**src/rtl/pw_manager_gen_pkg.sv**
```systemverilog
// Shared types and constants for the parametrised password manager.
// Holds the FSM states, pattern-select status codes and the decoded button command.
package pw_pkg;

  typedef enum logic [2:0] {ENTRY, SET, OPEN, ERR, LOCK} state_t;

  localparam logic [1:0] ST_ENTRY = 2'b00;
  localparam logic [1:0] ST_SET   = 2'b01;
  localparam logic [1:0] ST_OPEN  = 2'b10;
  localparam logic [1:0] ST_ALERT = 2'b11;

  localparam logic [3:0] BCD_MAX = 4'd9;

  // Only the highest-priority pulse of a cycle survives decoding.
  typedef enum logic [2:0] {
    CMD_NONE, CMD_SET, CMD_ENDSET, CMD_OK, CMD_PLACE, CMD_SLIDE, CMD_UP, CMD_DOWN
  } cmd_t;

  function automatic logic [1:0] status_of(input state_t s);
    logic [1:0] code;
    case (s)
      ENTRY:   code = ST_ENTRY;
      SET:     code = ST_SET;
      OPEN:    code = ST_OPEN;
      default: code = ST_ALERT;
    endcase
    return code;
  endfunction

endpackage

```
**src/rtl/pw_manager_gen_if.sv**
```systemverilog
// Button-pulse inputs and display/status outputs of the password manager.
// The slave side is the manager; the master side is whatever drives the buttons.
interface pw_manager_gen_if #(
  parameter int N_DIGITS = 4,
  parameter int MAX_FAIL = 3
);
  localparam int POS_W  = $clog2(N_DIGITS);
  localparam int FAIL_W = $clog2(MAX_FAIL + 1);

  logic                  pw_set;
  logic                  pw_endset;
  logic                  up;
  logic                  down;
  logic                  slide;
  logic                  place;
  logic                  ok;
  logic [3:0]            cur_digit;
  logic [POS_W-1:0]      cur_pos;
  logic [4*N_DIGITS-1:0] entry_flat;
  logic [1:0]            status;
  logic                  led_r;
  logic                  led_g;
  logic [FAIL_W-1:0]     fail_cnt;
  logic                  lock_active;

  modport master (
    output pw_set, pw_endset, up, down, slide, place, ok,
    input  cur_digit, cur_pos, entry_flat, status, led_r, led_g, fail_cnt, lock_active
  );

  modport slave (
    input  pw_set, pw_endset, up, down, slide, place, ok,
    output cur_digit, cur_pos, entry_flat, status, led_r, led_g, fail_cnt, lock_active
  );
endinterface

```
**src/rtl/pw_manager_gen_editor.sv**
```systemverilog
// Cursor, working BCD digit and entry buffer. Edit pulses arrive already
// priority-resolved; clear wins over everything and resets all three.
module pw_digit_editor
  import pw_pkg::*;
#(
  parameter int N_DIGITS = 4
) (
  input  logic                         clk,
  input  logic                         reset_n,
  input  logic                         clear_i,
  input  logic                         en_i,
  input  logic                         up_i,
  input  logic                         down_i,
  input  logic                         slide_i,
  input  logic                         place_i,
  output logic [3:0]                   cur_digit_o,
  output logic [$clog2(N_DIGITS)-1:0]  cur_pos_o,
  output logic [4*N_DIGITS-1:0]        entry_flat_o
);
  localparam int POS_W = $clog2(N_DIGITS);

  logic [3:0]       digit_q, digit_d;
  logic [POS_W-1:0] pos_q, pos_d, pos_next;

  assign pos_next = (pos_q == POS_W'(N_DIGITS - 1)) ? '0 : pos_q + POS_W'(1);

  always_comb begin
    digit_d = digit_q;
    pos_d   = pos_q;
    if (clear_i) begin
      digit_d = '0;
      pos_d   = '0;
    end else if (en_i) begin
      if (place_i || slide_i) begin
        pos_d = pos_next;
      end else if (up_i) begin
        digit_d = (digit_q == BCD_MAX) ? 4'd0 : digit_q + 4'd1;
      end else if (down_i) begin
        digit_d = (digit_q == 4'd0) ? BCD_MAX : digit_q - 4'd1;
      end
    end
  end

  always_ff @(posedge clk) begin
    if (!reset_n) begin
      digit_q <= '0;
      pos_q   <= '0;
    end else begin
      digit_q <= digit_d;
      pos_q   <= pos_d;
    end
  end

  for (genvar gi = 0; gi < N_DIGITS; gi++) begin : g_digit
    logic [3:0] val_q;

    always_ff @(posedge clk) begin
      if (!reset_n || clear_i) begin
        val_q <= '0;
      end else if (en_i && place_i && (pos_q == POS_W'(gi))) begin
        val_q <= digit_q;
      end
    end

    assign entry_flat_o[4*gi +: 4] = val_q;
  end

  assign cur_digit_o = digit_q;
  assign cur_pos_o   = pos_q;

endmodule

```
**src/rtl/pw_manager_gen.sv**
```systemverilog
// Password manager top: mode FSM, password register, comparator, failure
// counter and the shared ERR/LOCK countdown. Digit editing lives in pw_digit_editor.
module pw_manager_gen
  import pw_pkg::*;
#(
  parameter int N_DIGITS    = 4,
  parameter int MAX_FAIL    = 3,
  parameter int ERR_CYCLES  = 25_200_000,
  parameter int LOCK_CYCLES = 252_000_000
) (
  input  logic             clk,
  input  logic             reset_n,
  pw_manager_gen_if.slave  bus
);
  localparam int FAIL_W  = $clog2(MAX_FAIL + 1);
  localparam int CYC_MAX = (ERR_CYCLES > LOCK_CYCLES) ? ERR_CYCLES : LOCK_CYCLES;
  localparam int TMR_W   = $clog2(CYC_MAX + 1);
  localparam logic [TMR_W-1:0]  ERR_LOAD  = TMR_W'(ERR_CYCLES - 1);
  localparam logic [TMR_W-1:0]  LOCK_LOAD = TMR_W'(LOCK_CYCLES - 1);
  localparam logic [FAIL_W-1:0] FAIL_LIM  = FAIL_W'(MAX_FAIL);

  state_t                state_q, state_d;
  logic [TMR_W-1:0]      timer_q, timer_d;
  logic [FAIL_W-1:0]     fail_q, fail_d, fail_inc;
  logic [4*N_DIGITS-1:0] pw_q, pw_d;
  logic [1:0]            status_q;
  logic                  led_r_q, led_g_q, lock_q;
  logic                  clear, edit_en;
  cmd_t                  cmd;
  logic [4*N_DIGITS-1:0] entry_flat;

  always_comb begin
    cmd = CMD_NONE;
    if      (bus.pw_set)    cmd = CMD_SET;
    else if (bus.pw_endset) cmd = CMD_ENDSET;
    else if (bus.ok)        cmd = CMD_OK;
    else if (bus.place)     cmd = CMD_PLACE;
    else if (bus.slide)     cmd = CMD_SLIDE;
    else if (bus.up)        cmd = CMD_UP;
    else if (bus.down)      cmd = CMD_DOWN;
  end

  assign fail_inc = (fail_q == FAIL_LIM) ? fail_q : fail_q + FAIL_W'(1);

  always_comb begin
    state_d = state_q;
    timer_d = timer_q;
    fail_d  = fail_q;
    pw_d    = pw_q;
    clear   = 1'b0;
    edit_en = 1'b0;
    case (state_q)
      ENTRY: begin
        edit_en = 1'b1;
        if (cmd == CMD_OK) begin
          if (entry_flat == pw_q) begin
            state_d = OPEN;
            fail_d  = '0;
          end else begin
            fail_d = fail_inc;
            if (fail_inc == FAIL_LIM) begin
              state_d = LOCK;
              timer_d = LOCK_LOAD;
            end else begin
              state_d = ERR;
              timer_d = ERR_LOAD;
            end
          end
        end
      end
      SET: begin
        edit_en = 1'b1;
        if (cmd == CMD_ENDSET) begin
          pw_d    = entry_flat;
          state_d = ENTRY;
          clear   = 1'b1;
        end
      end
      OPEN: begin
        if (cmd == CMD_SET) begin
          state_d = SET;
          clear   = 1'b1;
        end else if (cmd == CMD_OK) begin
          state_d = ENTRY;
          clear   = 1'b1;
        end
      end
      ERR, LOCK: begin
        if (timer_q == '0) begin
          state_d = ENTRY;
          clear   = 1'b1;
          if (state_q == LOCK) fail_d = '0;
        end else begin
          timer_d = timer_q - TMR_W'(1);
        end
      end
      default: begin
        state_d = ENTRY;
        clear   = 1'b1;
      end
    endcase
  end

  // Status outputs are registered from the next state so they share the editor's latency.
  always_ff @(posedge clk) begin
    if (!reset_n) begin
      state_q  <= ENTRY;
      timer_q  <= '0;
      fail_q   <= '0;
      pw_q     <= '0;
      status_q <= ST_ENTRY;
      led_r_q  <= 1'b1;
      led_g_q  <= 1'b0;
      lock_q   <= 1'b0;
    end else begin
      state_q  <= state_d;
      timer_q  <= timer_d;
      fail_q   <= fail_d;
      pw_q     <= pw_d;
      status_q <= status_of(state_d);
      led_r_q  <= (state_d inside {ENTRY, ERR, LOCK});
      led_g_q  <= (state_d inside {OPEN, SET});
      lock_q   <= (state_d == LOCK);
    end
  end

  pw_digit_editor #(.N_DIGITS(N_DIGITS)) u_editor (
    .clk          (clk),
    .reset_n      (reset_n),
    .clear_i      (clear),
    .en_i         (edit_en),
    .up_i         (cmd == CMD_UP),
    .down_i       (cmd == CMD_DOWN),
    .slide_i      (cmd == CMD_SLIDE),
    .place_i      (cmd == CMD_PLACE),
    .cur_digit_o  (bus.cur_digit),
    .cur_pos_o    (bus.cur_pos),
    .entry_flat_o (entry_flat)
  );

  assign bus.entry_flat  = entry_flat;
  assign bus.status      = status_q;
  assign bus.led_r       = led_r_q;
  assign bus.led_g       = led_g_q;
  assign bus.fail_cnt    = fail_q;
  assign bus.lock_active = lock_q;

endmodule
```
**src/flat_wrapper.sv**
```systemverilog
// flat-port wrapper written by rule: the top's interface ports become plain ports
module pw_manager_gen_flat import pw_pkg::*;
#(
  parameter int N_DIGITS    = 4,
  parameter int MAX_FAIL    = 3,
  parameter int ERR_CYCLES  = 25_200_000,
  parameter int LOCK_CYCLES = 252_000_000
)
  (clk, reset_n, bus_pw_set, bus_pw_endset, bus_up, bus_down, bus_slide, bus_place, bus_ok, bus_cur_digit, bus_cur_pos, bus_entry_flat, bus_status, bus_led_r, bus_led_g, bus_fail_cnt, bus_lock_active);
  pw_manager_gen_if #(.N_DIGITS(N_DIGITS), .MAX_FAIL(MAX_FAIL)) bus_i ();
  input  logic clk;
  input  logic reset_n;
  input wire logic [$bits(bus_i.pw_set)-1:0] bus_pw_set;
  input wire logic [$bits(bus_i.pw_endset)-1:0] bus_pw_endset;
  input wire logic [$bits(bus_i.up)-1:0] bus_up;
  input wire logic [$bits(bus_i.down)-1:0] bus_down;
  input wire logic [$bits(bus_i.slide)-1:0] bus_slide;
  input wire logic [$bits(bus_i.place)-1:0] bus_place;
  input wire logic [$bits(bus_i.ok)-1:0] bus_ok;
  output wire logic [$bits(bus_i.cur_digit)-1:0] bus_cur_digit;
  output wire logic [$bits(bus_i.cur_pos)-1:0] bus_cur_pos;
  output wire logic [$bits(bus_i.entry_flat)-1:0] bus_entry_flat;
  output wire logic [$bits(bus_i.status)-1:0] bus_status;
  output wire logic [$bits(bus_i.led_r)-1:0] bus_led_r;
  output wire logic [$bits(bus_i.led_g)-1:0] bus_led_g;
  output wire logic [$bits(bus_i.fail_cnt)-1:0] bus_fail_cnt;
  output wire logic [$bits(bus_i.lock_active)-1:0] bus_lock_active;
  assign bus_i.pw_set = bus_pw_set;
  assign bus_i.pw_endset = bus_pw_endset;
  assign bus_i.up = bus_up;
  assign bus_i.down = bus_down;
  assign bus_i.slide = bus_slide;
  assign bus_i.place = bus_place;
  assign bus_i.ok = bus_ok;
  assign bus_cur_digit = bus_i.cur_digit;
  assign bus_cur_pos = bus_i.cur_pos;
  assign bus_entry_flat = bus_i.entry_flat;
  assign bus_status = bus_i.status;
  assign bus_led_r = bus_i.led_r;
  assign bus_led_g = bus_i.led_g;
  assign bus_fail_cnt = bus_i.fail_cnt;
  assign bus_lock_active = bus_i.lock_active;
  pw_manager_gen #(.N_DIGITS(N_DIGITS), .MAX_FAIL(MAX_FAIL), .ERR_CYCLES(ERR_CYCLES), .LOCK_CYCLES(LOCK_CYCLES)) u_core (.clk(clk), .reset_n(reset_n), .bus(bus_i));
endmodule
```
**config.mk**
```make
export PLATFORM = sky130hd
export DESIGN_NAME = pw_manager_gen_flat
export DESIGN_NICKNAME = d
export VERILOG_FILES = /design/src/rtl/pw_manager_gen_pkg.sv /design/src/rtl/pw_manager_gen_if.sv /design/src/rtl/pw_manager_gen_editor.sv /design/src/rtl/pw_manager_gen.sv /design/src/flat_wrapper.sv
export SDC_FILE = /design/constraint.sdc
export NUM_CORES = 1
export LEC_CHECK = 0
export ABC_AREA = 1
export CORE_MARGIN = 1.5
export CORE_UTILIZATION = 50
export DETAILED_ROUTE_END_ITERATION = 7
export PLACE_DENSITY = 0.81
export SLEW_MARGIN = 20
export SYNTH_ARGS = -nofsm -noshare
export SYNTH_HDL_FRONTEND = slang
export SYNTH_HIERARCHICAL = 1
export SYNTH_SLANG_ARGS = --single-unit
```
**constraint.sdc**
```tcl
create_clock -name clk -period 2.7 [get_ports clk]
set_clock_uncertainty 0.15 [all_clocks]
set_input_delay 0.27 -clock clk [delete_from_list [all_inputs] [get_ports clk]]
set_output_delay 0.27 -clock clk [all_outputs]
set_load 0.1 [all_outputs]
```
-- Yosys cells after proc, flatten, opt, wreduce, memory -nomap -nowiden
Index checks and enable logic that the tools add are counted.
- logic and storage cells: 111
- flip-flop bits (word level): 76
- output and inout port bits: 29
- input port bits: 9
- mux-type cells: 38
- reduce and logical (&&, ||, !) cells: 25
- $add $sub $neg: 5
- equal/unequal tests: 27
- bitwise gates (word level): 2
- operator list (kind ; count):
    $mux 28 ; 4
    $pmux 28 s2 ; 1
    $mux 3 ; 14
    $logic_not 28->1 ; 1
    $sub 28x1->28 const B ; 1
    $eq 3x2->1 const B ; 6
    $eq 3x3->1 const B ; 6
    $eq 16x16->1 ; 1
    $mux 4 ; 4
    $mux 2 ; 6
    $pmux 3 s4 ; 1
    $eq 3x1->1 const B ; 3
    $eq 2x2->1 const B ; 4
    $reduce_and 4->1 ; 2
    $logic_not 3->1 ; 2
    $ne 2x1->1 const B ; 3
    $pmux 2 s3 ; 1
    $reduce_bool 2->1 ; 3
    $reduce_or 2->1 ; 3
    $logic_and 1x1->1 ; 5
    $mux 1 ; 5
    $add 2x1->2 const B ; 2
    $add 4x1->4 const B ; 1
    $eq 4x4->1 const B ; 1
    other kinds (13) ; 17

-- Logic depth before layout (Yosys ltp)
- depth after elaboration: 13
- gate-level depth with buffers: 15
- mapped depth without buffers: 15

-- Modules after synthesis
The synthesis kept the hierarchy.
- by module, submodules not included (module ; instances ; sequential area each (um^2) ; area each (um^2) ; cells each):
    pw_manager_gen ; 1 ; 1081.0 ; 3520.9 ; 601
    pw_digit_editor ; 1 ; 440.4 ; 1058.5 ; 144

-- Worst setup path after synthesis
No wires, ideal clock.
- path type: register to register
- start: register u_core.u_editor.g_digit[2].val_q[0]
- end: register u_core.timer_q[18]
- cell stages (with the launch flop): 15
- slack: 0.354 ns
- required time: 2.437 ns
- clock period less this slack: 2.346 ns
- library setup time: 0.113 ns
- arrival: 2.084 ns
- path buffers: 1
- cells stage by stage: dfxtp_1 > inv_1 > nand2_1 > nand2_1 > nor2_1 > nand2_1 > nor2_1 > nand2_1 > nand2_1 > nand2_2 > nand2_4 > buf_8 > nand2_1 > nand2_1 > nor2_1
- cells in the longest elaborated chain, start to end: 3
- RTL lines (what ; RTL line ; source):
    from (decl) ; pw_manager_gen_editor.sv:55 ; logic [3:0] val_q;
    from (signal assigned) ; pw_manager_gen_editor.sv:61 ; val_q <= digit_q;
    $eq 16x16->1 ; pw_manager_gen.sv:56 ; if (entry_flat == pw_q) begin
    $ne 2x2->1 (no line) ; - ;
    $reduce_and 4->1 (no line) ; - ;
    to (signal assigned) ; pw_manager_gen.sv:117 ; timer_q <= timer_d;
    to (decl) ; pw_manager_gen.sv:23 ; logic [TMR_W-1:0] timer_q, timer_d;
Every way passes these cells.
A chain may end at the register's enable or synchronous reset.

-- Worst setup path after layout
- start: register u_core.timer_q[0]
- end: register u_core.timer_q[26]
- cells in the longest elaborated chain, start to end: 3
- elaborated cells between the ends (all ways): 6
- classes of those cells: add/sub (1); eq/ne (1); mux (2); reduce/logical (2)
- RTL lines (what ; RTL line):
    $sub 28x1->28 / $logic_not 28->1 (equally long branches) ; pw_manager_gen.sv:94, pw_manager_gen.sv:89
    $mux 28 / $ne 2x2->1 (equally long branches) ; -
    $pmux 28 s2 / $reduce_and 4->1 (equally long branches) ; -
Parallel ways exist; a longest one is shown, timed or not. The select of a mux whose other input is x is not followed.

==> results.md <==
- Outcome: completed
- Overall via count from detail_route: 4697
- Routing usage on met2: 0.430
- Hold buffer count at cts: 0
- DPL Wire Length: 8190 um
- Mean routed wirelength per cell: between 10 and 15 um
- Share of total power in combinational logic: 0.390
- Met3 capacity usage during global routing: 0.0475
- Setup Buffers After CTS: 0
- Number of different library cells in the post-synthesis netlist: 31
- # DRC: 0
- Leading post-synthesis cells by cell area: dfxtp_1, nand2_1, nor2_1
- Clock tree from TritonCTS: built
- Number of standard cells after synthesis: 745
- Pins over their slew limit: 0
- Number of input and output port buffers inserted: 37
- Share of total power in the clock network: 0.256
- Register area share after synthesis: 0.332
- Initial antenna violation count: 0
- Kind of path behind the tightest hold check: flop to flop
- Number of violations of the max-capacitance limit: 0
- Switching power as a share of total power: 0.420
- Nature of the critical path endpoint: flop
- Design Power: 3.57 mW
- Detailed-route wire length: 11400 um
- CP max stage delay: slightly above 0.3 ns
- Via count of the first global-routing pass: 4420
- Clk_lat worst skew: about 0.35 ns
- Post-route ant nets: 0
- Pin count of the biggest net entering global routing: 35
- Arrival time at the worst endpoint: 2.46 ns
- Most frequent cell on the critical path: nand2_1
- Max frequency: 0.422 GHz
- Final Hold Violating Endpoints: 0
- Dominant synthesized flop cell: dfxtp_1
- Number of enable flip-flop cells after synthesis: 0
- Overall die area: 9740 um^2
- Total net switching power: 1.50 mW
- Cell taking the most area after synthesis: dfxtp_1
- H-tree lvl count: 3
- Detailed Routing Iterations Pass 1: 5
- Total Routing Usage GR: 0.239
- Worst Hold Margin: ~0.33 ns
- Reg clk slew, reported paths: around 0.08 ns
- Required time at the endpoint of the critical path: 2.79 ns
- CP max FO: 34
- Num Clock Sinks: 76
- Total clock buffers created by CTS: 9
- Final number of setup-violating endpoints: 0
- Worst setup slack before clock tree synthesis: -0.0471 ns
- Fraction of registers with async set or reset after synthesis: 0
- Per-cell via count in the routed design: 5.27
- Wire length of the first global-routing pass: 19300 um
- Max-slew headroom: 0.569
- Type of origin of the critical path: flop
- Core region area: 8810 um^2
- Unrepaired setup endpoints after global routing: false
- Count of warnings emitted by yosys: 6
- Initial cell density of the core: 0.520
- Buffer depth of the longest clock path: 2
- Cell internal pwr: 2.07 mW
- Post-synth design cell area: about 4600 um^2
- Most instantiated library cell after synthesis: nand2_1
- Area fraction of the dominant cell type after synthesis: 0.332
- Area Overhead vs Synth: 12.3%
- Slowest library cell on the worst path: dfxtp_1
- DRT iter0 DRCs: 263
- Setup_tns: 0 ns
- Leakage Power: ~2.5 nW
- Chip width: approximately 99 um
- Post-cts repair resize count: 0
- Met1 Resource Use GR: 0.283
- Worst slew pin tran: 0.645 ns
- Nets in the synthesized netlist: 759
- Worst Setup Path Type: flop to flop
- Final Cycle Share: 0.878
- I/O pin count: 38
- Post-Synthesis Mean Instance Area: 6.15 um^2
- Fin crit period: roughly 2.4 ns
- CTS root buffer: clkbuf_8
- Share of final-layout standard cells stronger than drive strength 1: 0.114
- Std-Cell Rows: 34
- Pwr/cell area: slightly below 700 nW/um^2
- Most frequent cells after synthesis: nand2_1, nor2_1, inv_1, dfxtp_1, nand3_1
- Final worst-path setup slack: 0.330 ns
- Nets@finish: 792
- Register bit total from synthesis: 76
- Vertical extent of the die: 98.7 um
- Cell breakdown of the critical path: inv_1 > ha_1 > nand2_2 > nor2_4 > nand3_2 > nor3_4 > nand2_4 > buf_4 > nand2_8 > nand2_1 > nand2_1 > nor2_1
- Layer carrying the most global-route usage: met2
- Number of antenna cells inserted: 0
- VDD IR-drop max: 322 uV
- Routability congestion estimate: 0.922
- Grt total ovfl: 0
- Reg power frac: 0.354
[placed cells by master, fill, tap and decap left out]
cell and count:
inv_6 4, a21oi_2 6, buf_4 37, dfxtp_1 76, or2_1 1, nor3_4 1, nand3_2 2, nand4_1 5
clkbuf_8 9, nor2_8 1, nor3_1 4, nand2_4 1, nor2_2 7, o21ai_0 51, bufinv_16 1, nor3b_1 1
nand2_2 9, nand2_1 173, xor2_1 11, nor2_1 127, inv_2 4, o31ai_1 1, or2_2 3, nor2_4 1
nand3_1 67, inv_1 107, clkinvlp_4 2, nand2_8 1, clkdlybuf4s50_1 8, ha_1 5, a21oi_1 54, a31oi_1 2
o211ai_1 1
[logic make-up after synthesis]
logic type	Yosys count	share of synthesized area
xor gates and xnor gates	11	0.0210
AOI/OAI and AO/OA	115	0.132
buffers and inverters	134	0.122
adders and majority gates	5	0.0137
and+or+nand+nor	404	0.378
DFF	76	0.332
[per-layer routing]
metal  part of all wire  routed length [um]  vias up
met5                  0                   0        -
met4              0.012                 141        0
met3              0.061                 699       17
met2               0.50                5660      152
met1               0.43                4900     2129
li1                   -                   -     2399
[area by class of cell]
class	instances	area (um^2)
Clock buffer	9	124
Clock inverter	7	80.1
Fill cell	829	3660
Inverter	111	417
Multi-Input combinational cell	535	2510
Sequential cell	76	1520
Tap cell	108	135
Timing Repair Buffer	45	358
[worst max-delay path: cells and delay by family, from the launching register on]
family | cells | cell delay [ns]
buffers and inverters | 2 | 0.35
DFF | 1 | 0.31
and+or+nand+nor | 9 | 1.19
adders and majority gates | 1 | 0.27
[power groups by stage]
stage	Combinational [mW]	Sequential, mW	Clock, mW
after global routing	1.56	1.27	0.975
final	1.39	1.26	0.915
after floorplan	0.965	1.40	0
after global placement	1.33	1.28	0
after CTS	1.37	1.26	0.930
after detailed placement	1.36	1.29	0
[final timing paths]
check                                       start                 end  slack (ns)  cells after the start
worst min-delay path            u_core/timer_q[1]   u_core/timer_q[1]        0.33                      2
worst min register to register  u_core/timer_q[1]   u_core/timer_q[1]        0.33                      2
worst max register to register  u_core/timer_q[0]  u_core/timer_q[26]        0.33                     12
worst max-delay path            u_core/timer_q[0]  u_core/timer_q[26]        0.33                     12
[through the flow]
| step | instances | util | instance area (um^2) |
|---|---|---|---|
| after global placement | 875 | 0.560 | 4930 |
| final | 891 | 0.584 | 5140 |
| after global routing | 891 | 0.584 | 5140 |
| after CTS | 891 | 0.583 | 5130 |
| after floorplan | 745 | - | 4580 |
| after detailed placement | 875 | 0.560 | 4930 |
[registers in the layout, indices dropped and copies added (netlist names)]
name and cells:
u_core/bus.fail_cnt 2, u_core/bus.led_g 1, u_core/bus.led_r 1, u_core/bus.lock_active 1, u_core/bus.status 2, u_core/pw_q 16
u_core/state_q 3, u_core/timer_q 28, u_core/u_editor/cur_digit_o 4, u_core/u_editor/cur_pos_o 2, u_core/u_editor/g_digit.val_q 16
No activity file was read; power rests on OpenSTA's default activity.
